$ cat src/rtl/vram_scroll_engine_pkg.sv
// Shared definitions for the text-mode VRAM clear/scroll engine:
// video-bus widths, command opcodes, FSM encoding and screen geometry.
package vram_scroll_engine_pkg;

    // Video-bus widths
    localparam int VB_ADDR_W = 12;
    localparam int VB_DATA_W = 32;
    localparam int VB_SEL_W  = 4;

    // Default screen geometry (characters)
    localparam int DEF_COLS = 80;
    localparam int DEF_ROWS = 30;

    // cmd_op encodings; the remaining two codes are no-ops
    localparam logic [1:0] OP_NOP    = 2'b00;
    localparam logic [1:0] OP_CLEAR  = 2'b01;
    localparam logic [1:0] OP_SCROLL = 2'b10;
    localparam logic [1:0] OP_NOP3   = 2'b11;

    // Engine FSM states
    localparam logic [2:0] ST_IDLE = 3'd0;
    localparam logic [2:0] ST_RD   = 3'd1;
    localparam logic [2:0] ST_RDW  = 3'd2;
    localparam logic [2:0] ST_CAP  = 3'd3;
    localparam logic [2:0] ST_WR   = 3'd4;
    localparam logic [2:0] ST_FILL = 3'd5;
    localparam logic [2:0] ST_FIN  = 3'd6;

    // Word index to byte address on the video bus
    function automatic logic [VB_ADDR_W-1:0] word_to_byte(input logic [9:0] w);
        return {w, 2'b00};
    endfunction

endpackage

$ cat src/rtl/vram_scroll_engine.sv
// Text screen clear / scroll-up engine sharing one video-RAM port with the CPU.
// The CPU always wins the port; the engine stalls (or retries a read) when
// it loses. Words are 4 characters; a scroll copies word dst+LINE to dst,
// then fills the last line with the latched fill character.
module vram_scroll_engine
    import vram_scroll_engine_pkg::*;
#(
    parameter int COLS = DEF_COLS,
    parameter int ROWS = DEF_ROWS
) (
    input  logic                 clk,
    input  logic                 rst,
    input  logic                 cpu_ce,
    input  logic                 cpu_we,
    input  logic [VB_ADDR_W-1:0] cpu_addr,
    input  logic [VB_SEL_W-1:0]  cpu_sel,
    input  logic [VB_DATA_W-1:0] cpu_data_i,
    output logic [VB_DATA_W-1:0] cpu_data_o,
    input  logic                 cmd_valid,
    input  logic [1:0]           cmd_op,
    input  logic [7:0]           cmd_fill,
    output logic                 busy,
    output logic                 done,
    output logic                 vram_ce,
    output logic                 vram_we,
    output logic [VB_ADDR_W-1:0] vram_addr,
    output logic [VB_SEL_W-1:0]  vram_sel,
    output logic [VB_DATA_W-1:0] vram_data_o,
    input  logic [VB_DATA_W-1:0] vram_data_i
);

    localparam logic [9:0] LINE_WORDS  = 10'(COLS / 4);
    localparam logic [9:0] SCREEN_LAST = 10'((ROWS * COLS / 4) - 1);
    // Last destination word of the copy phase; the final line is filled
    localparam logic [9:0] COPY_LAST   = 10'((ROWS * COLS / 4) - (COLS / 4) - 1);

    logic [2:0]           r_state;
    logic [9:0]           r_dst;
    logic [VB_DATA_W-1:0] r_hold;
    logic [7:0]           r_fill;

    logic                 w_grant;
    logic                 w_eng_ce;
    logic                 w_eng_we;
    logic [VB_ADDR_W-1:0] w_eng_addr;
    logic [VB_DATA_W-1:0] w_eng_data;

    assign w_grant    = !cpu_ce;
    assign cpu_data_o = vram_data_i;
    assign busy       = (r_state != ST_IDLE);
    assign done       = (r_state == ST_FIN);

    // Engine port request; suppressed during reset so an abandoned
    // operation cannot land one more write on the reset edge
    always_comb begin
        w_eng_ce   = 1'b0;
        w_eng_we   = 1'b0;
        w_eng_addr = '0;
        w_eng_data = '0;
        case (r_state)
            ST_RD, ST_RDW: begin
                w_eng_ce   = 1'b1;
                w_eng_addr = word_to_byte(r_dst + LINE_WORDS);
            end
            ST_WR: begin
                w_eng_ce   = 1'b1;
                w_eng_we   = 1'b1;
                w_eng_addr = word_to_byte(r_dst);
                w_eng_data = r_hold;
            end
            ST_FILL: begin
                w_eng_ce   = 1'b1;
                w_eng_we   = 1'b1;
                w_eng_addr = word_to_byte(r_dst);
                w_eng_data = {4{r_fill}};
            end
            default: ;
        endcase
        if (rst) begin
            w_eng_ce = 1'b0;
            w_eng_we = 1'b0;
        end
    end

    // Port mux: CPU has absolute priority, otherwise the engine request
    always_comb begin
        vram_ce     = w_eng_ce;
        vram_we     = w_eng_we;
        vram_addr   = w_eng_addr;
        vram_sel    = w_eng_ce ? {VB_SEL_W{1'b1}} : '0;
        vram_data_o = w_eng_data;
        if (cpu_ce) begin
            vram_ce     = 1'b1;
            vram_we     = cpu_we;
            vram_addr   = cpu_addr;
            vram_sel    = cpu_sel;
            vram_data_o = cpu_data_i;
        end
    end

    // Engine FSM. Port-using states stall without the grant; CAP and FIN
    // never touch the port and always advance (CAP must sample the read
    // data in the one cycle it is valid, FIN must stay a single pulse).
    always_ff @(posedge clk) begin
        if (rst) begin
            r_state <= ST_IDLE;
            r_dst   <= '0;
            r_hold  <= '0;
            r_fill  <= '0;
        end else begin
            case (r_state)
                ST_IDLE: begin
                    if (cmd_valid && (cmd_op == OP_CLEAR || cmd_op == OP_SCROLL)) begin
                        r_fill  <= cmd_fill;
                        r_dst   <= '0;
                        r_state <= (cmd_op == OP_CLEAR) ? ST_FILL : ST_RD;
                    end
                end
                ST_RD: begin
                    if (w_grant) r_state <= ST_RDW;
                end
                ST_RDW: begin
                    // Losing the second address cycle breaks the read; retry
                    r_state <= w_grant ? ST_CAP : ST_RD;
                end
                ST_CAP: begin
                    r_hold  <= vram_data_i;
                    r_state <= ST_WR;
                end
                ST_WR: begin
                    if (w_grant) begin
                        r_dst   <= r_dst + 10'd1;
                        r_state <= (r_dst == COPY_LAST) ? ST_FILL : ST_RD;
                    end
                end
                ST_FILL: begin
                    if (w_grant) begin
                        if (r_dst == SCREEN_LAST) r_state <= ST_FIN;
                        else                      r_dst   <= r_dst + 10'd1;
                    end
                end
                ST_FIN:  r_state <= ST_IDLE;
                default: r_state <= ST_IDLE;
            endcase
        end
    end

endmodule

$ cat config.mk
export PLATFORM = sky130hd
export DESIGN_NAME = vram_scroll_engine
export DESIGN_NICKNAME = d
export VERILOG_FILES = /design/src/rtl/vram_scroll_engine_pkg.sv /design/src/rtl/vram_scroll_engine.sv
export SDC_FILE = /design/constraint.sdc
export NUM_CORES = 1
export LEC_CHECK = 0
export CORE_MARGIN = 1
export CORE_UTILIZATION = 44
export DETAILED_ROUTE_END_ITERATION = 16
export PLACE_DENSITY = 0.83
export SLEW_MARGIN = 20
export SYNTH_ARGS = -nofsm -noshare
export SYNTH_HDL_FRONTEND = slang
export SYNTH_SLANG_ARGS = --single-unit
export TNS_END_PERCENT = 10
$ cat constraint.sdc
create_clock -name clk -period 3.82 [get_ports clk]
set_input_delay 0.573 -clock clk [delete_from_list [all_inputs] [get_ports clk]]
set_output_delay 0.573 -clock clk [all_outputs]
set_load 0.01 [all_outputs]
==> results_dict.tcl, run 1 <==
set metrics [dict create \
    outcome "completed" \
    reg2reg_slack_ns 1.08 \
    critPathKind "reg -> out" \
    setup-violations-final 0 \
    drv_slew 0 \
    gp_congestion 0.874 \
    hold_path_class "reg -> reg" \
    worstPathMaxFanout 35 \
    grt.total_usage 0.262 \
    p_leak_nw 1.89 \
    grt_start_max_net_pins 64 \
    p_total_mw 1.87 \
    grt_pass1_wl_mm 17.9 \
    stdcell_area_mm2 0.00516 \
    yosysSeqAreaShare 0.299 \
    rsz0062_at_grt "false" \
    critPathArrivalTime_ns 2.83 \
    cts_setup_buffers 0 \
    busiest_layer "met2" \
    start_kind "flip-flop" \
    fin_crit_ns 3.40 \
    area_growth_pct 45.2 \
    critPathCapture "vram_data_o[2]" \
    first_pass_iters 4 \
    slew_headroom 0.293 \
    vias_per_cell 5.45 \
    met3_usage 0.0498 \
    holdPathStages 2 \
    fin_skew_ns 0.00513 \
    synth_top_cell_by_area "dfxtp_1" \
    cts_root_buf "clkbuf_8" \
    gr-total-overflow 0 \
    power.density_mw_per_mm2 362 \
    antenna_cells 0 \
    final_nets 711 \
    syn_avg_cell_area_um2 7.22 \
    fmax_mhz 294 \
    dp_slack_ns 0.783 \
    clkTransAtPathRegs_ns 0.09 \
    holdCritStartpoint "r_hold[12]$_SDFFE_PP0P_" \
    portBuffers 178 \
    start_util 0.457 \
    row_count 32 \
    clock_path_buffers 2 \
    period_share 0.891 \
    wirelength_mm 11.2 \
    grt_use_met2 0.479 \
    antenna_found_initial 0 \
    end_kind "primary output" \
    syn_inst 492 \
    placed_area_mm2 0.00507 \
    cp.required_ns 3.25 \
    grt_use_met1 0.301 \
    first_global_vias 3716 \
    layout-drive-gt1-share 0.0295 \
    drtIter0Drc 205 \
    timing.rr.end "r_dst[6]$_SDFFE_PP0P_" \
    die_w_um 91.9 \
    hpwl_mm 8.26 \
    ir_drop_v 0.000220 \
    synthTopCellsByArea "dfxtp_1, nand2_1, mux2i_1, a21oi_1, buf_4" \
    clock_sinks 53 \
    clock_latency_ns 0.30 \
    fin_ws_ns 0.418 \
    cpPeakStageDelay_ns 0.85 \
    ys_ff_latch 53 \
    yosys_warnings 0 \
    boundaryPins 179 \
    ant_nets 0 \
    synth_edf_count 0 \
    reg2reg_from "r_state[2]$_SDFFE_PP0P_" \
    crit_chain "or3b_1 -> o21ai_0 -> clkdlybuf4s50_1" \
    ctsResizeCount 0 \
    ys_types 49 \
    cts_tree "yes" \
    worst_pin_slew_ns 1.06 \
    cts.htree.levels 2 \
    cts_buffers 5 \
    synth_ff_type "dfxtp_1" \
    vias 3877 \
    die_h_um 91.9 \
    critPathSlowestCell "or3b_1" \
    syn-num-nets 593 \
    tns_ns 0 \
    synth_area_mm2 0.00355 \
    die_area_mm2 0.00844 \
    finalHoldViolCount 0 \
    synth-async-reset-ratio 0 \
    routedWlPerCell_um 15.7 \
    ff2ff_path_depth 4 \
    max_cap_violations 0 \
    cts_hold_buf 0 \
    core-area_mm2 0.00777 \
    synth_top_area_share 0.299 \
    drc 0 \
    critPathLaunch "r_state[2]$_SDFFE_PP0P_" \
]
## registers in the layout, summed over array words and instances, names as in the netlist
signal	count
r_dst	10
r_state	3
r_hold	32
r_fill	8
## stage by stage
stage,utilization,std cells,hold slack [ns]
3_3_place_gp,0.653,705,0.441
4_1_cts,0.664,712,0.458
5_1_grt,0.664,712,0.475
6_report,0.664,712,0.458
2_1_floorplan,-,492,0.436
3_5_place_dp,0.653,705,0.446
## worst max-delay path: cells and delay by family, from the launching register on
| family | cells | cell delay, ns |
|---|---|---|
| compound gates | 1 | 0.35 |
| buf+inv | 1 | 0.57 |
| simple gates | 1 | 0.85 |
| flops | 1 | 0.75 |
## cell usage in the layout, fill, tap and decap left out, types with 2 or more instances in the layout
| master | synthesis | final |
|---|---|---|
| o21a_1 | 2 | 2 |
| a211oi_1 | 2 | 2 |
| clkbuf_8 | 0 | 6 |
| mux2i_1 | 40 | 40 |
| a21o_1 | 3 | 3 |
| and3_1 | 3 | 3 |
| nand3_1 | 6 | 6 |
| a22oi_1 | 3 | 3 |
| nand4_1 | 4 | 4 |
| clkdlybuf4s50_1 | 0 | 176 |
| dfxtp_1 | 53 | 52 |
| a31oi_1 | 2 | 2 |
| or3b_1 | 2 | 2 |
| nor4_1 | 3 | 3 |
| nor4b_1 | 2 | 2 |
| a311oi_1 | 2 | 2 |
| buf_2 | 10 | 2 |
| nor2b_1 | 4 | 4 |
| inv_1 | 12 | 12 |
| nand2_1 | 117 | 117 |
| nor2_1 | 19 | 18 |
| o21ai_0 | 46 | 46 |
| a21oi_1 | 53 | 53 |
| o31ai_1 | 6 | 6 |
| or4_1 | 3 | 3 |
| ha_1 | 6 | 6 |
| xnor2_1 | 2 | 2 |
| nand2b_1 | 2 | 2 |
| and2_1 | 6 | 6 |
| buf_4 | 32 | 4 |
## worst min-delay path by stage
stage | end | slack [ns]
after floorplan | r_hold[0]$_SDFFE_PP0P_ | 0.44
after global placement | r_hold[18]$_SDFFE_PP0P_ | 0.44
after detailed placement | r_hold[9]$_SDFFE_PP0P_ | 0.45
after CTS | r_hold[9]$_SDFFE_PP0P_ | 0.46
after global routing | r_hold[26]$_SDFFE_PP0P_ | 0.48
final | r_hold[12]$_SDFFE_PP0P_ | 0.46
## cell type report
| type | count | area (um2) |
|---|---|---|
| Sequential cell | 53 | 1060 |
| Fill cell | 671 | 2610 |
| Inverter | 12 | 45.0 |
| Tap cell | 102 | 128 |
| Multi-Input combinational cell | 356 | 2040 |
| Clock buffer | 7 | 86.3 |
| Timing Repair Buffer | 182 | 1800 |
## per-layer routing
layer  part of all wire  routed length [um]  vias up
met1               0.40                4420     1799
met5                  0                   0        -
met3              0.072                 809       21
met4              0.026                 291        0
met2               0.51                5640      168
li1                   -                   -     1889
## synth_stat cells (3+ instances only)
| library cell | instances |
|---|---|
| a21o_1 | 3 |
| a21oi_1 | 53 |
| a22oi_1 | 3 |
| and2_1 | 6 |
| and3_1 | 3 |
| buf_2 | 10 |
| buf_4 | 32 |
| clkbuf_1 | 25 |
| dfxtp_1 | 53 |
| ha_1 | 6 |
| inv_1 | 12 |
| mux2i_1 | 40 |
| nand2_1 | 117 |
| nand3_1 | 6 |
| nand4_1 | 4 |
| nor2_1 | 19 |
| nor2b_1 | 4 |
| nor4_1 | 3 |
| o21ai_0 | 46 |
| o31ai_1 | 6 |
| or4_1 | 3 |
## power by group
| part | leakage (nW) | switching (mW) | internal, mW |
|---|---|---|---|
| combinational | 1.42 | 0.460 | 0.432 |
| sequential | 0.428 | 0.0682 | 0.589 |
| clock | 0.0443 | 0.173 | 0.144 |
| total | 1.89 | 0.701 | 1.17 |
## logic make-up (layout without fill, tap and decap cells)
logic type / count (synthesis) / count (layout) / share of synthesized area
and+or+nand+nor: 179 / 179 / 0.226
muxes: 40 / 40 / 0.113
adders and majority gates: 6 / 6 / 0.0211
buffers and inverters: 83 / 201 / 0.129
xor gates and xnor gates: 2 / 2 / 0.00493
AOI/OAI and AO/OA: 129 / 129 / 0.208
DFF: 53 / 53 / 0.299
(Power assumes the default switching activity.)
==> run 2, diff against run 1 <==
- CORE_UTILIZATION: 44 -> 37
- CTS_CLUSTER_SIZE: not set -> 10
- PLACE_DENSITY: 0.83 -> 0.74
- clock period: 3.82 -> 3.1 ns (I/O delays scaled with it)
==> run 2 against run 1 <==
Compared with the run above: die area grew 18%; sequential cell count unchanged; clock skew up 0.0017 ns; combinational power grew 26%; worst hold slack improved by 0.0019 ns.
==> results_dict.tcl, run 2 (same netlist as run 1, synthesis figures left out) <==
set metrics [dict create \
    rsz0062_at_grt "false" \
    p_leak_nw 1.91 \
    grt.total_usage 0.228 \
    row_count 35 \
    worst_pin_slew_ns 0.796 \
    boundaryPins 179 \
    final_cell_mix "clkdlybuf4s50_1, nand2_1, a21oi_1, dfxtp_1, o21ai_0" \
    holdPathEnd "r_hold[22]$_SDFFE_PP0P_" \
    reg2reg_from "r_state[0]$_SDFFE_PP0P_" \
    wirelength_mm 11.5 \
    start_util 0.383 \
    cts.htree.levels 2 \
    met3_usage 0.0411 \
    antenna_found_initial 0 \
    die_h_um 100 \
    crit_chain "buf_4 -> mux2i_1 -> o21ai_0 -> clkdlybuf4s50_1" \
    finalHoldViolCount 0 \
    clock_latency_ns 0.31 \
    stdcell_count 744 \
    dp.cells 736 \
    setup-violations-final 0 \
    holdCritStartpoint "r_hold[22]$_SDFFE_PP0P_" \
    ir_drop_v 0.000274 \
    cts_setup_buffers 0 \
    reg2reg_slack_ns 0.78 \
    antenna_cells 0 \
    timing.rr.end "r_state[2]$_SDFFE_PP0P_" \
    outcome "completed" \
    hold_path_class "reg -> reg" \
    drc 0 \
    hpwl_mm 8.42 \
    regMostFlops "r_hold" \
    core-area_mm2 0.00928 \
    gp_congestion 0.924 \
    die_area_mm2 0.0100 \
    largest_reg_flops 32 \
    critPathSlowestCell "clkdlybuf4s50_1" \
    worstPathMaxFanout 39 \
    reg_top3 "r_hold x32, r_dst x10, r_fill x8" \
    holdPathStages 2 \
    critPathKind "reg -> out" \
    routedWlPerCell_um 15.4 \
    tns_ns 0 \
    busiest_layer "met2" \
    cts_root_buf "clkbuf_8" \
    cpPeakStageDelay_ns 0.59 \
    grt_use_met1 0.287 \
    end_kind "primary output" \
    ant_nets 0 \
    clock_sinks 53 \
    clkTransAtPathRegs_ns 0.10 \
    cp.required_ns 2.63 \
    grt_use_met2 0.403 \
    cts_tree "yes" \
    ff2ff_path_depth 5 \
    clock_path_buffers 2 \
    fin_skew_ns 0.00686 \
    area_growth_pct 47.2 \
    vias_per_cell 5.13 \
    nFillCells 903 \
    first_pass_iters 4 \
    die_w_um 100 \
    cp_top_family "buffers and inverters" \
    period_share 0.910 \
    cts_buffers 5 \
    gr-total-overflow 0 \
    fin_crit_ns 2.82 \
    portBuffers 178 \
    layout_commonest_cell "clkdlybuf4s50_1" \
    power.density_mw_per_mm2 449 \
    start_kind "flip-flop" \
    hold_slack_ns 0.460 \
    critPathArrivalTime_ns 2.36 \
    max_cap_violations 0 \
    drv_slew 0 \
    crit_buf_inv 2 \
    final_nets 715 \
    first_global_vias 3630 \
    vias 3818 \
    layout-drive-gt1-share 0.0407 \
    grt_pass1_wl_mm 18.0 \
    slew_headroom 0.470 \
    fmax_mhz 354 \
    grt_start_max_net_pins 40 \
    drtIter0Drc 164 \
]
[run 2: cell count changes in the layout (fill, tap and decap cells not counted)]
cell,previous run,this run
clkbuf_8,6,5
clkinvlp_4,0,1
dfxtp_2,1,2
dfxtp_1,52,51
buf_4,4,8
inv_6,0,2
clkbuf_1,1,0
[run 2: worst max path at each step]
stage | startpoint | endpoint | slack [ns] | cells past startpoint
5_1_grt | r_state[1]$_SDFFE_PP0P_ | vram_addr[7] | 0.04 | 5
2_1_floorplan | cpu_ce | vram_data_o[22] | 1.07 | 5
4_1_cts | r_state[2]$_SDFFE_PP0P_ | vram_data_o[4] | 0.12 | 4
6_report | r_state[0]$_SDFFE_PP0P_ | vram_data_o[5] | 0.28 | 4
3_3_place_gp | r_state[2]$_SDFFE_PP0P_ | vram_data_o[5] | 0.51 | 4
3_5_place_dp | r_state[2]$_SDFFE_PP0P_ | vram_data_o[4] | 0.47 | 4
[run 2: where the power goes]
part	switching, mW	internal (mW)
Combinational	0.573	0.544
Clock	0.244	0.165
Sequential	0.0929	0.728
Total	0.910	1.44
[run 2: cell type report]
cell class | count | area, um2 | area share
Clock inverter | 3 | 25.0 | 0.00478
Clock buffer | 5 | 68.8 | 0.0132
Sequential cell | 53 | 1060 | 0.203
Tap cell | 129 | 161 | 0.0309
Multi-Input combinational cell | 356 | 2040 | 0.389
Timing Repair Buffer | 186 | 1830 | 0.350
Inverter | 12 | 45.0 | 0.00861
[run 2: worst register-to-register path, cell delays in order, from the launching register on]
cell      delay (ns)
dfxtp_2         0.46
buf_4           0.52
nand2_1         0.17
or2_2           0.55
a22o_1          0.30
a211oi_1        0.23
[run 2: metal layers]
metal | up-vias | part of all wire
met2 | 165 | 0.49
li1 | 1907 | -
met5 | - | 0
met3 | 9 | 0.068
met4 | 0 | 0.010
met1 | 1737 | 0.43
[run 2: timing repair]
action,CTS,global route
hold buffers,0,0
endpoints found under the setup margin,0,1
resized for setup,0,1
hold endpoints to repair,0,0
[run 2: metrics by stage]
stage	total power, mW	area, um2	util	setup WS, ns
2_1_floorplan	1.53	3550	-	1.07
3_3_place_gp	1.93	5140	0.553	0.508
3_5_place_dp	1.95	5140	0.553	0.468
4_1_cts	2.36	5230	0.563	0.121
5_1_grt	2.49	5230	0.563	0.0364
6_report	2.35	5230	0.563	0.279
